--- config.mk ---
export PLATFORM = sky130hd
export DESIGN_NAME = motor_drive_flat
export DESIGN_NICKNAME = d
export VERILOG_FILES = /design/src/rtl/drive_pkg.sv /design/src/rtl/motor_drive_if.sv /design/src/rtl/motor_channel.sv /design/src/rtl/motor_drive.sv /design/src/flat_wrapper.sv
export SDC_FILE = /design/constraint.sdc
export NUM_CORES = 1
export LEC_CHECK = 0
export BUFFER_PORTS_ARGS = -buffer_cell sky130_fd_sc_hd__buf_2
export CAP_MARGIN = 20
export CORE_ASPECT_RATIO = 1.75
export CORE_MARGIN = 3
export CORE_UTILIZATION = 57
export DETAILED_ROUTE_END_ITERATION = 8
export GPL_TIMING_DRIVEN = 0
export PLACE_DENSITY = 0.77
export SETUP_SLACK_MARGIN = 0.05
export SYNTH_ARGS = -nofsm -noshare
export SYNTH_HDL_FRONTEND = slang
export SYNTH_HIERARCHICAL = 1
export SYNTH_SLANG_ARGS = --single-unit
export TNS_END_PERCENT = 50
--- constraint.sdc ---
create_clock -name clk_50 -period 3.8 [get_ports clk_50]
set_input_delay 0 -clock clk_50 [delete_from_list [all_inputs] [get_ports clk_50]]
set_output_delay 0 -clock clk_50 [all_outputs]
set_load 0.01 [all_outputs]
--- src/rtl/drive_pkg.sv ---
// drive_pkg: types and helpers shared by the mode FSM and the motor drive.
//   drive_state_e : 4-bit drive code produced by the mode FSM.
//   chan_state_e  : per-channel ramp/reversal state.
//   chan_tgt_t    : requested (direction, duty) for one motor.
//   drive_tgt_t   : requested targets for both motors.
//   drive_targets : maps a drive code to the per-side targets.
package drive_pkg;

    typedef enum logic [3:0] {
        STOP     = 4'd0,
        LEFT     = 4'd1,
        RIGHT    = 4'd2,
        SLOW     = 4'd3,
        MEDIUM   = 4'd4,
        FAST     = 4'd5,
        REVERSE  = 4'd6,
        LREVERSE = 4'd7,
        RREVERSE = 4'd8
    } drive_state_e;

    typedef enum logic [1:0] {
        RUN       = 2'd0,
        RAMP_DOWN = 2'd1,
        DEAD      = 2'd2
    } chan_state_e;

    localparam logic DIR_FWD = 1'b1;
    localparam logic DIR_REV = 1'b0;

    typedef struct packed {
        logic       dir;
        logic [7:0] duty;
    } chan_tgt_t;

    typedef struct packed {
        chan_tgt_t left;
        chan_tgt_t right;
    } drive_tgt_t;

    // A zero-duty target carries no direction; the dir field is then a
    // don't-care and the channel keeps its present direction.
    function automatic drive_tgt_t drive_targets(input logic [3:0] code,
                                                 input logic [7:0] slow,
                                                 input logic [7:0] med,
                                                 input logic [7:0] fast,
                                                 input logic [7:0] turn);
        drive_tgt_t t;
        t.left  = '{dir: DIR_FWD, duty: 8'd0};
        t.right = '{dir: DIR_FWD, duty: 8'd0};
        case (code)
            LEFT:     t.right = '{dir: DIR_FWD, duty: turn};
            RIGHT:    t.left  = '{dir: DIR_FWD, duty: turn};
            SLOW: begin
                t.left  = '{dir: DIR_FWD, duty: slow};
                t.right = '{dir: DIR_FWD, duty: slow};
            end
            MEDIUM: begin
                t.left  = '{dir: DIR_FWD, duty: med};
                t.right = '{dir: DIR_FWD, duty: med};
            end
            FAST: begin
                t.left  = '{dir: DIR_FWD, duty: fast};
                t.right = '{dir: DIR_FWD, duty: fast};
            end
            REVERSE: begin
                t.left  = '{dir: DIR_REV, duty: slow};
                t.right = '{dir: DIR_REV, duty: slow};
            end
            LREVERSE: t.right = '{dir: DIR_REV, duty: turn};
            RREVERSE: t.left  = '{dir: DIR_REV, duty: turn};
            default:  ;  // STOP and unused codes 9..15
        endcase
        return t;
    endfunction

endpackage

--- src/rtl/motor_drive_if.sv ---
// motor_drive_if: signal bundle between the mode FSM side and motor_drive.
//   drive_state, estop               : commands into the drive
//   pwm_l/r, dir_l/r, duty_l/r, busy : H-bridge controls and status out
// master = commanding side (FSM / bench), slave = motor_drive.
interface motor_drive_if;
    logic [3:0] drive_state;
    logic       estop;
    logic       pwm_l;
    logic       pwm_r;
    logic       dir_l;
    logic       dir_r;
    logic [7:0] duty_l;
    logic [7:0] duty_r;
    logic       busy;

    modport master (
        output drive_state, estop,
        input  pwm_l, pwm_r, dir_l, dir_r, duty_l, duty_r, busy
    );

    modport slave (
        input  drive_state, estop,
        output pwm_l, pwm_r, dir_l, dir_r, duty_l, duty_r, busy
    );
endinterface

--- src/rtl/motor_channel.sv ---
// motor_channel: one motor output. Ramps the applied duty toward the target
// on ramp ticks, forces a ramp-down to zero plus a dead time before any
// direction reversal, and compares duty against the shared PWM counter.
// Ports:
//   clk_50, rst_n : clock, asynchronous active-low reset
//   tgt_i         : requested (direction, duty)
//   ramp_tick_i   : one-cycle ramp strobe
//   estop_i       : immediate stop, level
//   pwm_cnt_i     : shared 8-bit PWM counter
//   pwm_o, dir_o, duty_o : H-bridge enable, direction, applied duty
//   busy_o        : channel not in RUN or duty not yet at target
module motor_channel
    import drive_pkg::*;
#(
    parameter int  RAMP_STEP = 4,
    parameter int  DEADTIME  = 500000,
    localparam int DW        = $clog2(DEADTIME + 1)
) (
    input  logic       clk_50,
    input  logic       rst_n,
    input  chan_tgt_t  tgt_i,
    input  logic       ramp_tick_i,
    input  logic       estop_i,
    input  logic [7:0] pwm_cnt_i,
    output logic       pwm_o,
    output logic       dir_o,
    output logic [7:0] duty_o,
    output logic       busy_o
);

    localparam logic [7:0]    STEP      = 8'(RAMP_STEP);
    localparam logic [DW-1:0] DEAD_LOAD = DW'(DEADTIME);
    localparam logic [DW-1:0] DEAD_ONE  = DW'(1);

    chan_state_e   state_q, state_d;
    logic [7:0]    duty_q, duty_d;
    logic          dir_q, dir_d;
    logic [DW-1:0] dead_q, dead_d;
    logic          pwm_q, pwm_d;

    logic          rev_req;
    logic [7:0]    goal;
    logic [7:0]    ramped;
    logic [8:0]    up_sum;

    // A reversal is only requested by a non-zero target in the other direction.
    assign rev_req = (tgt_i.duty != 8'd0) && (tgt_i.dir != dir_q);
    // While a reversal is pending the ramp heads for zero instead of the target.
    assign goal    = rev_req ? 8'd0 : tgt_i.duty;
    assign up_sum  = {1'b0, duty_q} + {1'b0, STEP};

    // One ramp step toward goal, saturating exactly at goal.
    always_comb begin
        ramped = duty_q;
        if (duty_q < goal) begin
            ramped = (up_sum >= {1'b0, goal}) ? goal : up_sum[7:0];
        end else if (duty_q > goal) begin
            ramped = ((duty_q - goal) <= STEP) ? goal : (duty_q - STEP);
        end
    end

    always_ff @(posedge clk_50 or negedge rst_n) begin
        if (!rst_n) begin
            state_q <= RUN;
            duty_q  <= 8'd0;
            dir_q   <= DIR_FWD;
            dead_q  <= '0;
            pwm_q   <= 1'b0;
        end else begin
            state_q <= state_d;
            duty_q  <= duty_d;
            dir_q   <= dir_d;
            dead_q  <= dead_d;
            pwm_q   <= pwm_d;
        end
    end

    always_comb begin
        state_d = state_q;
        if (estop_i) begin
            state_d = RUN;
        end else begin
            case (state_q)
                RUN: begin
                    if (rev_req) state_d = RAMP_DOWN;
                end
                RAMP_DOWN: begin
                    // Request swung back to the present direction: abort.
                    if (!rev_req && (tgt_i.duty != 8'd0)) state_d = RUN;
                    else if (duty_q == 8'd0)              state_d = DEAD;
                end
                DEAD: begin
                    if (dead_q <= DEAD_ONE) state_d = RUN;
                end
                default: state_d = RUN;
            endcase
        end
    end

    always_comb begin
        duty_d = duty_q;
        dir_d  = dir_q;
        dead_d = dead_q;
        pwm_d  = !estop_i && (pwm_cnt_i < duty_q);
        if (estop_i) begin
            duty_d = 8'd0;
            dead_d = '0;
        end else begin
            case (state_q)
                RUN, RAMP_DOWN: begin
                    if (ramp_tick_i) duty_d = ramped;
                    if ((state_q == RAMP_DOWN) && (state_d == DEAD)) dead_d = DEAD_LOAD;
                end
                DEAD: begin
                    duty_d = 8'd0;
                    dead_d = (dead_q == '0) ? '0 : (dead_q - DEAD_ONE);
                    // Flip on the cycle the counter expires, using the
                    // target registered that same cycle.
                    if ((dead_q <= DEAD_ONE) && (tgt_i.duty != 8'd0)) dir_d = tgt_i.dir;
                end
                default: ;
            endcase
        end
    end

    assign pwm_o  = pwm_q;
    assign dir_o  = dir_q;
    assign duty_o = duty_q;
    assign busy_o = (state_q != RUN) || (duty_q != tgt_i.duty);

endmodule

--- src/rtl/motor_drive.sv ---
// motor_drive: converts the FSM drive code into two ramped PWM motor
// channels with safe direction reversal.
// Ports:
//   clk_50 : system clock
//   rst_n  : asynchronous active-low reset
//   bus    : motor_drive_if.slave (drive_state, estop in; pwm_l/r,
//            dir_l/r, duty_l/r, busy out)
// Holds the drive-code register, PWM prescaler/counter, free-running ramp
// tick generator and busy combine; the per-motor logic is motor_channel.
module motor_drive
    import drive_pkg::*;
#(
    parameter int PWM_PRESCALE = 98,
    parameter int RAMP_DIV     = 50000,
    parameter int RAMP_STEP    = 4,
    parameter int DEADTIME     = 500000,
    parameter int DUTY_SLOW    = 96,
    parameter int DUTY_MED     = 160,
    parameter int DUTY_FAST    = 240,
    parameter int DUTY_TURN    = 128
) (
    input  logic          clk_50,
    input  logic          rst_n,
    motor_drive_if.slave  bus
);

    localparam int PW = $clog2(PWM_PRESCALE + 1);
    localparam int RW = $clog2(RAMP_DIV + 1);

    logic [3:0]    code_q;
    logic [PW-1:0] presc_q, presc_d;
    logic [7:0]    pwm_cnt_q, pwm_cnt_d;
    logic [RW-1:0] ramp_q, ramp_d;
    logic          ramp_tick;

    drive_tgt_t    tgt;
    chan_tgt_t     tgt_ch  [2];
    logic          pwm_w   [2];
    logic          dir_w   [2];
    logic [7:0]    duty_w  [2];
    logic          busy_w  [2];

    // Ramp tick is free-running; drive code changes never re-phase it.
    assign ramp_tick = (ramp_q == RW'(RAMP_DIV - 1));

    always_comb begin
        presc_d   = presc_q + PW'(1);
        pwm_cnt_d = pwm_cnt_q;
        if (presc_q == PW'(PWM_PRESCALE - 1)) begin
            presc_d   = '0;
            pwm_cnt_d = pwm_cnt_q + 8'd1;  // wraps 255 -> 0
        end
        ramp_d = ramp_tick ? '0 : (ramp_q + RW'(1));
    end

    always_ff @(posedge clk_50 or negedge rst_n) begin
        if (!rst_n) begin
            code_q    <= STOP;
            presc_q   <= '0;
            pwm_cnt_q <= 8'd0;
            ramp_q    <= '0;
        end else begin
            code_q    <= bus.drive_state;
            presc_q   <= presc_d;
            pwm_cnt_q <= pwm_cnt_d;
            ramp_q    <= ramp_d;
        end
    end

    assign tgt = drive_targets(code_q, 8'(DUTY_SLOW), 8'(DUTY_MED),
                               8'(DUTY_FAST), 8'(DUTY_TURN));
    assign tgt_ch[0] = tgt.left;
    assign tgt_ch[1] = tgt.right;

    // Channel 0 = left motor, channel 1 = right motor.
    generate
        for (genvar gi = 0; gi < 2; gi++) begin : g_chan
            motor_channel #(
                .RAMP_STEP (RAMP_STEP),
                .DEADTIME  (DEADTIME)
            ) u_chan (
                .clk_50      (clk_50),
                .rst_n       (rst_n),
                .tgt_i       (tgt_ch[gi]),
                .ramp_tick_i (ramp_tick),
                .estop_i     (bus.estop),
                .pwm_cnt_i   (pwm_cnt_q),
                .pwm_o       (pwm_w[gi]),
                .dir_o       (dir_w[gi]),
                .duty_o      (duty_w[gi]),
                .busy_o      (busy_w[gi])
            );
        end
    endgenerate

    assign bus.pwm_l  = pwm_w[0];
    assign bus.pwm_r  = pwm_w[1];
    assign bus.dir_l  = dir_w[0];
    assign bus.dir_r  = dir_w[1];
    assign bus.duty_l = duty_w[0];
    assign bus.duty_r = duty_w[1];
    assign bus.busy   = busy_w[0] | busy_w[1];

endmodule

--- src/flat_wrapper.sv ---
// flat-port wrapper written by rule: the top's interface ports become plain ports
module motor_drive_flat import drive_pkg::*;
#(
    parameter int PWM_PRESCALE = 98,
    parameter int RAMP_DIV     = 50000,
    parameter int RAMP_STEP    = 4,
    parameter int DEADTIME     = 500000,
    parameter int DUTY_SLOW    = 96,
    parameter int DUTY_MED     = 160,
    parameter int DUTY_FAST    = 240,
    parameter int DUTY_TURN    = 128
)
  (clk_50, rst_n, bus_drive_state, bus_estop, bus_pwm_l, bus_pwm_r, bus_dir_l, bus_dir_r, bus_duty_l, bus_duty_r, bus_busy);
  motor_drive_if bus_i ();
  input  logic clk_50;
  input  logic rst_n;
  input wire logic [$bits(bus_i.drive_state)-1:0] bus_drive_state;
  input wire logic [$bits(bus_i.estop)-1:0] bus_estop;
  output wire logic [$bits(bus_i.pwm_l)-1:0] bus_pwm_l;
  output wire logic [$bits(bus_i.pwm_r)-1:0] bus_pwm_r;
  output wire logic [$bits(bus_i.dir_l)-1:0] bus_dir_l;
  output wire logic [$bits(bus_i.dir_r)-1:0] bus_dir_r;
  output wire logic [$bits(bus_i.duty_l)-1:0] bus_duty_l;
  output wire logic [$bits(bus_i.duty_r)-1:0] bus_duty_r;
  output wire logic [$bits(bus_i.busy)-1:0] bus_busy;
  assign bus_i.drive_state = bus_drive_state;
  assign bus_i.estop = bus_estop;
  assign bus_pwm_l = bus_i.pwm_l;
  assign bus_pwm_r = bus_i.pwm_r;
  assign bus_dir_l = bus_i.dir_l;
  assign bus_dir_r = bus_i.dir_r;
  assign bus_duty_l = bus_i.duty_l;
  assign bus_duty_r = bus_i.duty_r;
  assign bus_busy = bus_i.busy;
  motor_drive #(.PWM_PRESCALE(PWM_PRESCALE), .RAMP_DIV(RAMP_DIV), .RAMP_STEP(RAMP_STEP), .DEADTIME(DEADTIME), .DUTY_SLOW(DUTY_SLOW), .DUTY_MED(DUTY_MED), .DUTY_FAST(DUTY_FAST), .DUTY_TURN(DUTY_TURN)) u_core (.clk_50(clk_50), .rst_n(rst_n), .bus(bus_i));
endmodule
Yosys cells after proc, flatten, opt, wreduce, memory -nomap -nowiden
Cells that the tools add are included. W data, S select, Z words.

Eq/ne operators: 26. Add/sub/neg operators: 11. Magnitude comparators: 12. Reduce and logical (&&, ||, !) cells: 35. Bitwise operators: 2. Multiplexer cells: 40.

Operators with widths (number): $mux W19 (6); $mux W8 (14); $pmux W9 S6 (2); $pmux W19 S2 (2); $le A19 B1 Y1 const B (2); $logic_not A19 Y1 (2); $sub A19 B1 Y19 const B (2); $lt A8 B8 Y1 (4); $pmux W8 S2 (2); $mux W2 (10); $add A8 B3 Y9 const B (2); $ge A9 B8 Y1 (2); $add A16 B1 Y16 const B (1); $eq A16 B16 Y1 const B (1); $eq A4 B3 Y1 const B (4); $gt A8 B8 Y1 (2); $le A8 B3 Y1 const B (2); $logic_not A8 Y1 (2); $mux W16 (1); $ne A8 B8 Y1 (2); $reduce_bool A8 Y1 (2); $sub A8 B3 Y8 const B (2); $sub A8 B8 Y8 (2); $pmux W2 S3 (2); other kinds (24) (53).

Bits of input ports: 7. Register bits after elaboration: 97. Output and inout bits: 21. Logic and storage cells: 140.

Depth between registers and ports, before layout
Depth after elaboration: 14. Depth in mapped cells: 17. Gate-level depth less buffers: 13.

By module
Netlist, hierarchy kept.

By module, submodules not included: motor_channel (area each 2792.7 µm², cells an instance 349, sequential area each 777.0 µm², times used 2); motor_drive (area each 1642.8 µm², cells an instance 154, sequential area each 875.8 µm², times used 1).

Least setup slack after synthesis
No wires, ideal clock.

Path kind: register to register. From: reg u_core.code_q[3]. To: reg u_core.g_chan[0].u_chan.duty_q[4]. Setup time: 0.133 ns. Data required time: 3.667 ns. Arrival: 3.607 ns. Cell stages (with the launch flop): 17. Path buffers: 4. Setup slack: 0.060 ns. Cells stage by stage: dfrtp_1 -> clkbuf_1 -> nand2b_1 -> or2_2 -> a21o_1 -> xnor2_1 -> clkbuf_1 -> nand2_1 -> ha_1 -> clkbuf_1 -> a21oi_1 -> o21ai_1 -> or4_1 -> clkbuf_1 -> o21ba_2 -> o2111ai_1 -> o211ai_2.

RTL lines: start, declared (RTL line motor_drive.sv:30) `logic [3:0] code_q;`; start signal, assigned (RTL line motor_drive.sv:63) `code_q <= bus.drive_state;`; end signal, assigned (RTL line motor_channel.sv:71) `duty_q <= duty_d;`; end, declared (RTL line motor_channel.sv:36) `logic [7:0] duty_q, duty_d;`.

==> summary.txt <==
Status
  – Result of the run: finished clean

Clocking
  – Number of sinks on the clock net: 97
  – Number of H-tree levels: 3
  – Clock transition at the register clock pins on the worst setup and hold paths after CTS: 70 ps
  – Insertion delay to the later sink of the worst-skew pair: 340 ps
  – Clock Path Buffers: 2
  – Total CTS buffers: 9
  – Clock Tree Root: sky130_fd_sc_hd__clkbuf_16
  – TritonCTS clock tree: done

Logic synthesis
  – Post-Synthesis Cell Area: approximately 7200 µm²
  – List of most frequent post-synthesis cells: sky130_fd_sc_hd__nand2_1 (104), sky130_fd_sc_hd__dfrtp_1 (95), sky130_fd_sc_hd__nor2_1 (70)
  – Largest cells by area after synthesis: sky130_fd_sc_hd__dfrtp_1 (33%), sky130_fd_sc_hd__ha_1 (9.3%), sky130_fd_sc_hd__nand2_1 (5.4%), sky130_fd_sc_hd__xnor2_1 (5.1%), sky130_fd_sc_hd__nor2_1 (3.6%)
  – Leading cell type by number of instances after synthesis: sky130_fd_sc_hd__nand2_1
  – Number of different library cells in the post-synthesis netlist: 64
  – Count of warnings emitted by yosys: 6
  – Async set-or-reset flop fraction in the synthesized netlist: 1.000
  – Flip-flop and latch count after synthesis: 97
  – Top_reg_cell synth: sky130_fd_sc_hd__dfrtp_1
  – Synthesized area divided by synthesized cell count: 8.484 µm²
  – Cells after synthesis: 852
  – Largest area contributor in the netlist: sky130_fd_sc_hd__dfrtp_1
  – EDFF count, synth: 0
  – Fraction of the yosys area taken by sequential cells: 0.3362
  – Yosys top cell area share: 0.3289

Floorplan
  – Floorplan die width: just over 90 µm
  – Die Area: 14,120 µm²
  – Floorplan die height: 155.0 µm
  – Number of primary I/O pins: 28
  – Core region area: between 10,000 and 15,000 µm²
  – FP Rows: 53
  – Starting Density: 0.5924

Pwr
  – Power Dens Cells: between 500 and 600 nW/µm²
  – Leak pwr: 3.597 nW
  – Peak VDD IR: 0.5120 mV

Route
  – Remaining routing DRC violations: 0
  – Drt wl/cell: 16.34 µm
  – Length of the first detailed-routing pass in iterations: 5
  – Detailed-route via count: between 6,000 and 7,000
  – Length of routed met2 wiring: 9764 µm
  – Average via count per standard cell: 5.934
  – Remaining antenna violation count after routing: 0
  – Count of routing violations after the opening detailed-route iteration: 216
  – Top layer used by detailed routing: met4
  – Routed length on met3: 579 µm
  – Met1 wire length: 6850 µm
  – Total wirelength of the detailed-routed design: 17,860 µm

Worst setup path
  – Element type at the critical path end: flip-flop
  – Critical path type: reg2reg
  – Required time at the worst-slack endpoint: 4030 ps
  – Worst Setup Start Kind: flip-flop
  – Crit path DAT: 3850 ps
  – R2R setup slack: 180 ps
  – Largest fanout of any net on the critical path: 10

Global routing
  – Pin count of the biggest net entering global routing: 54
  – Number of antenna violations at the first check in global routing: 0
  – First-pass GRT wire length: just under 30,000 µm
  – Global-route total usage across every layer: 0.2556
  – Remaining global-route overflow: 0
  – Number of global-route vias before repair: 6,480

STA
  – RSZ-0062 raised after global routing: no
  – Share of the clock period used by the worst path after layout: 0.9535
  – Post-Route Skew: 14.41 ps
  – Time the final worst path needs with I/O delays and setup: 3623 ps
  – Max Fclk: 276.0 MHz
  – Fin. Hold Viols: 0
  – Slew headroom: 0.3729
  – Slew at the pin with the worst max-slew slack: 933.7 ps
  – Final setup violation count: 0
  – Final Max Tran Viols: 0
  – Final hold slack: 214.5 ps

Cells and area
  – ANT cells: 0
  – Share of cells above drive strength 1: 0.1196
  – Final #Nets: 984
  – Area grow syn2layout: 14.12%
  – Final design area excluding fillers: 8249 µm²
  – Number of non-filler instances in the completed layout: 1,093

Place
  – Area of placed instances: 7701 µm²
  – Final weighted congestion in routability-driven placement: 0.9263
  – Instance count after placement with tap cells included: between 1,000 and 1,500
  – Quantity of I/O buffers inserted on ports: 27
  – Final HPWL from detailed placement: 13,310 µm

Run
  – Number of max-cap violations: 0

Worst hold path
  – Hold Path Class: in2async
[state kept, by name (all words and copies together), names as in the netlist]
register                      cells
u_core/g_chan.u_chan/dead_q      38
u_core/g_chan.u_chan/duty_o      16
u_core/ramp_q                    16
u_core/pwm_cnt_q                  8
u_core/presc_q                    7
u_core/code_q                     4
u_core/g_chan.u_chan/state_q      4
u_core/g_chan.u_chan/dir_o        2
u_core/g_chan.u_chan/pwm_o        2
[cell usage in the layout, fill, tap and decap left out, types with 9 or more instances in the layout]
master                      Yosys  layout
sky130_fd_sc_hd__nand2_1      104     103
sky130_fd_sc_hd__dfrtp_1       95      93
sky130_fd_sc_hd__nor2_1        70      70
sky130_fd_sc_hd__ha_1          54      50
sky130_fd_sc_hd__o21ai_0       47      46
sky130_fd_sc_hd__xnor2_1       42      40
sky130_fd_sc_hd__inv_1         40      40
sky130_fd_sc_hd__buf_2          3      30
sky130_fd_sc_hd__a21oi_1       31      30
sky130_fd_sc_hd__conb_1         1      28
sky130_fd_sc_hd__nand3_1       28      26
sky130_fd_sc_hd__nor3_1        28      25
sky130_fd_sc_hd__clkbuf_1      30      23
sky130_fd_sc_hd__a21o_1        21      21
sky130_fd_sc_hd__nand4_1       20      20
sky130_fd_sc_hd__nand2b_1      21      20
sky130_fd_sc_hd__xor2_1        17      17
sky130_fd_sc_hd__nor4_1        14      12
sky130_fd_sc_hd__o21ai_1       14      12
sky130_fd_sc_hd__a211oi_1      12      11
sky130_fd_sc_hd__and3_1        10      10
sky130_fd_sc_hd__clkbuf_16      0       9
[logic make-up (layout without fill, tap and decap cells)]
logic type	Yosys count	after routing	synth area share
compound gates	209	209	0.2020
xor+xnor	59	59	0.07149
fa+ha+maj	54	54	0.09347
buf+inv	75	124	0.04154
flops	97	97	0.3362
mux	9	9	0.01298
other cells	1	28	0.0005188
simple gates	348	348	0.2418
[what timing repair did]
action                     in CTS  in global routing
pin swaps                       3                  2
resized for setup              20                 22
hold endpoints to repair       47                  0
hold buffers                    5                  0
setup endpoints to repair      16                 16
setup buffers                   3                  1
[worst paths after layout]
path | from | depth (start not counted) | to
worst max-delay path | u_core/code_q[3]$_DFF_PN0_ | 14 | u_core/g_chan[0].u_chan/duty_o[3]$_DFFE_PN0P_
worst max register to register | u_core/code_q[3]$_DFF_PN0_ | 14 | u_core/g_chan[0].u_chan/duty_o[3]$_DFFE_PN0P_
worst min register to register | u_core/g_chan[1].u_chan/dead_q[10]$_DFFE_PN0P_ | 1 | u_core/g_chan[1].u_chan/dead_q[10]$_DFFE_PN0P_
worst min-delay path | rst_n | 2 | u_core/g_chan[1].u_chan/duty_o[4]$_DFFE_PN0P_
min in group clk_50 | bus_drive_state[1] | 2 | u_core/code_q[1]$_DFF_PN0_
max in group asynchronous | rst_n | 3 | u_core/g_chan[1].u_chan/dir_o$_DFFE_PN1P_
[area by class of cell]
class | instances | area [µm²]
plain buffers | 31 | 151.4
clock buffers | 10 | 229.0
clock inverters | 6 | 57.56
fillers | 1059 | 3953
inverters | 40 | 150.1
multi-input cells | 707 | 4777
flip-flops and latches | 97 | 2432
well taps | 165 | 206.4
repair buffers | 37 | 245.2
[report_power, final]
| part | internal (mW) | switching (mW) | total [mW] |
|---|---|---|---|
| sequential | 1.20 | 0.206 | 1.40 |
| clock | 0.461 | 0.426 | 0.888 |
| combinational | 0.890 | 1.33 | 2.22 |
[stage by stage]
step	power, mW	setup WS [ps]	TNS [ps]	utilization
finish	4.508	176.7	0	0.6761
global route	4.870	37.17	0	0.6761
CTS	4.440	83.58	0	0.6675
detailed placement	3.470	-724.0	-9753	0.6312
global placement	3.440	-687.0	-9355	0.6287
floorplan	2.981	60.49	0	-
[worst max-delay path, stage by stage, from the launching register on]
cell                        delay, ps
sky130_fd_sc_hd__dfrtp_2          430
sky130_fd_sc_hd__nand2b_4         160
sky130_fd_sc_hd__or2_2            340
sky130_fd_sc_hd__a21o_1           230
sky130_fd_sc_hd__xnor2_2          180
sky130_fd_sc_hd__buf_4            160
sky130_fd_sc_hd__nand2_1          120
sky130_fd_sc_hd__ha_1             440
sky130_fd_sc_hd__inv_1             80
sky130_fd_sc_hd__a2111oi_0        490
sky130_fd_sc_hd__a311oi_1         120
sky130_fd_sc_hd__a41oi_2          280
sky130_fd_sc_hd__buf_6            190
sky130_fd_sc_hd__a31oi_1           80
sky130_fd_sc_hd__and3_1           190
[metal layers]
metal,vias up,global-route usage
li1,3198,-
met1,3077,0.2740
met2,160,0.4810
met3,51,0.03241
met4,0,0.1345
met5,-,0
(Power assumes the default switching activity.)
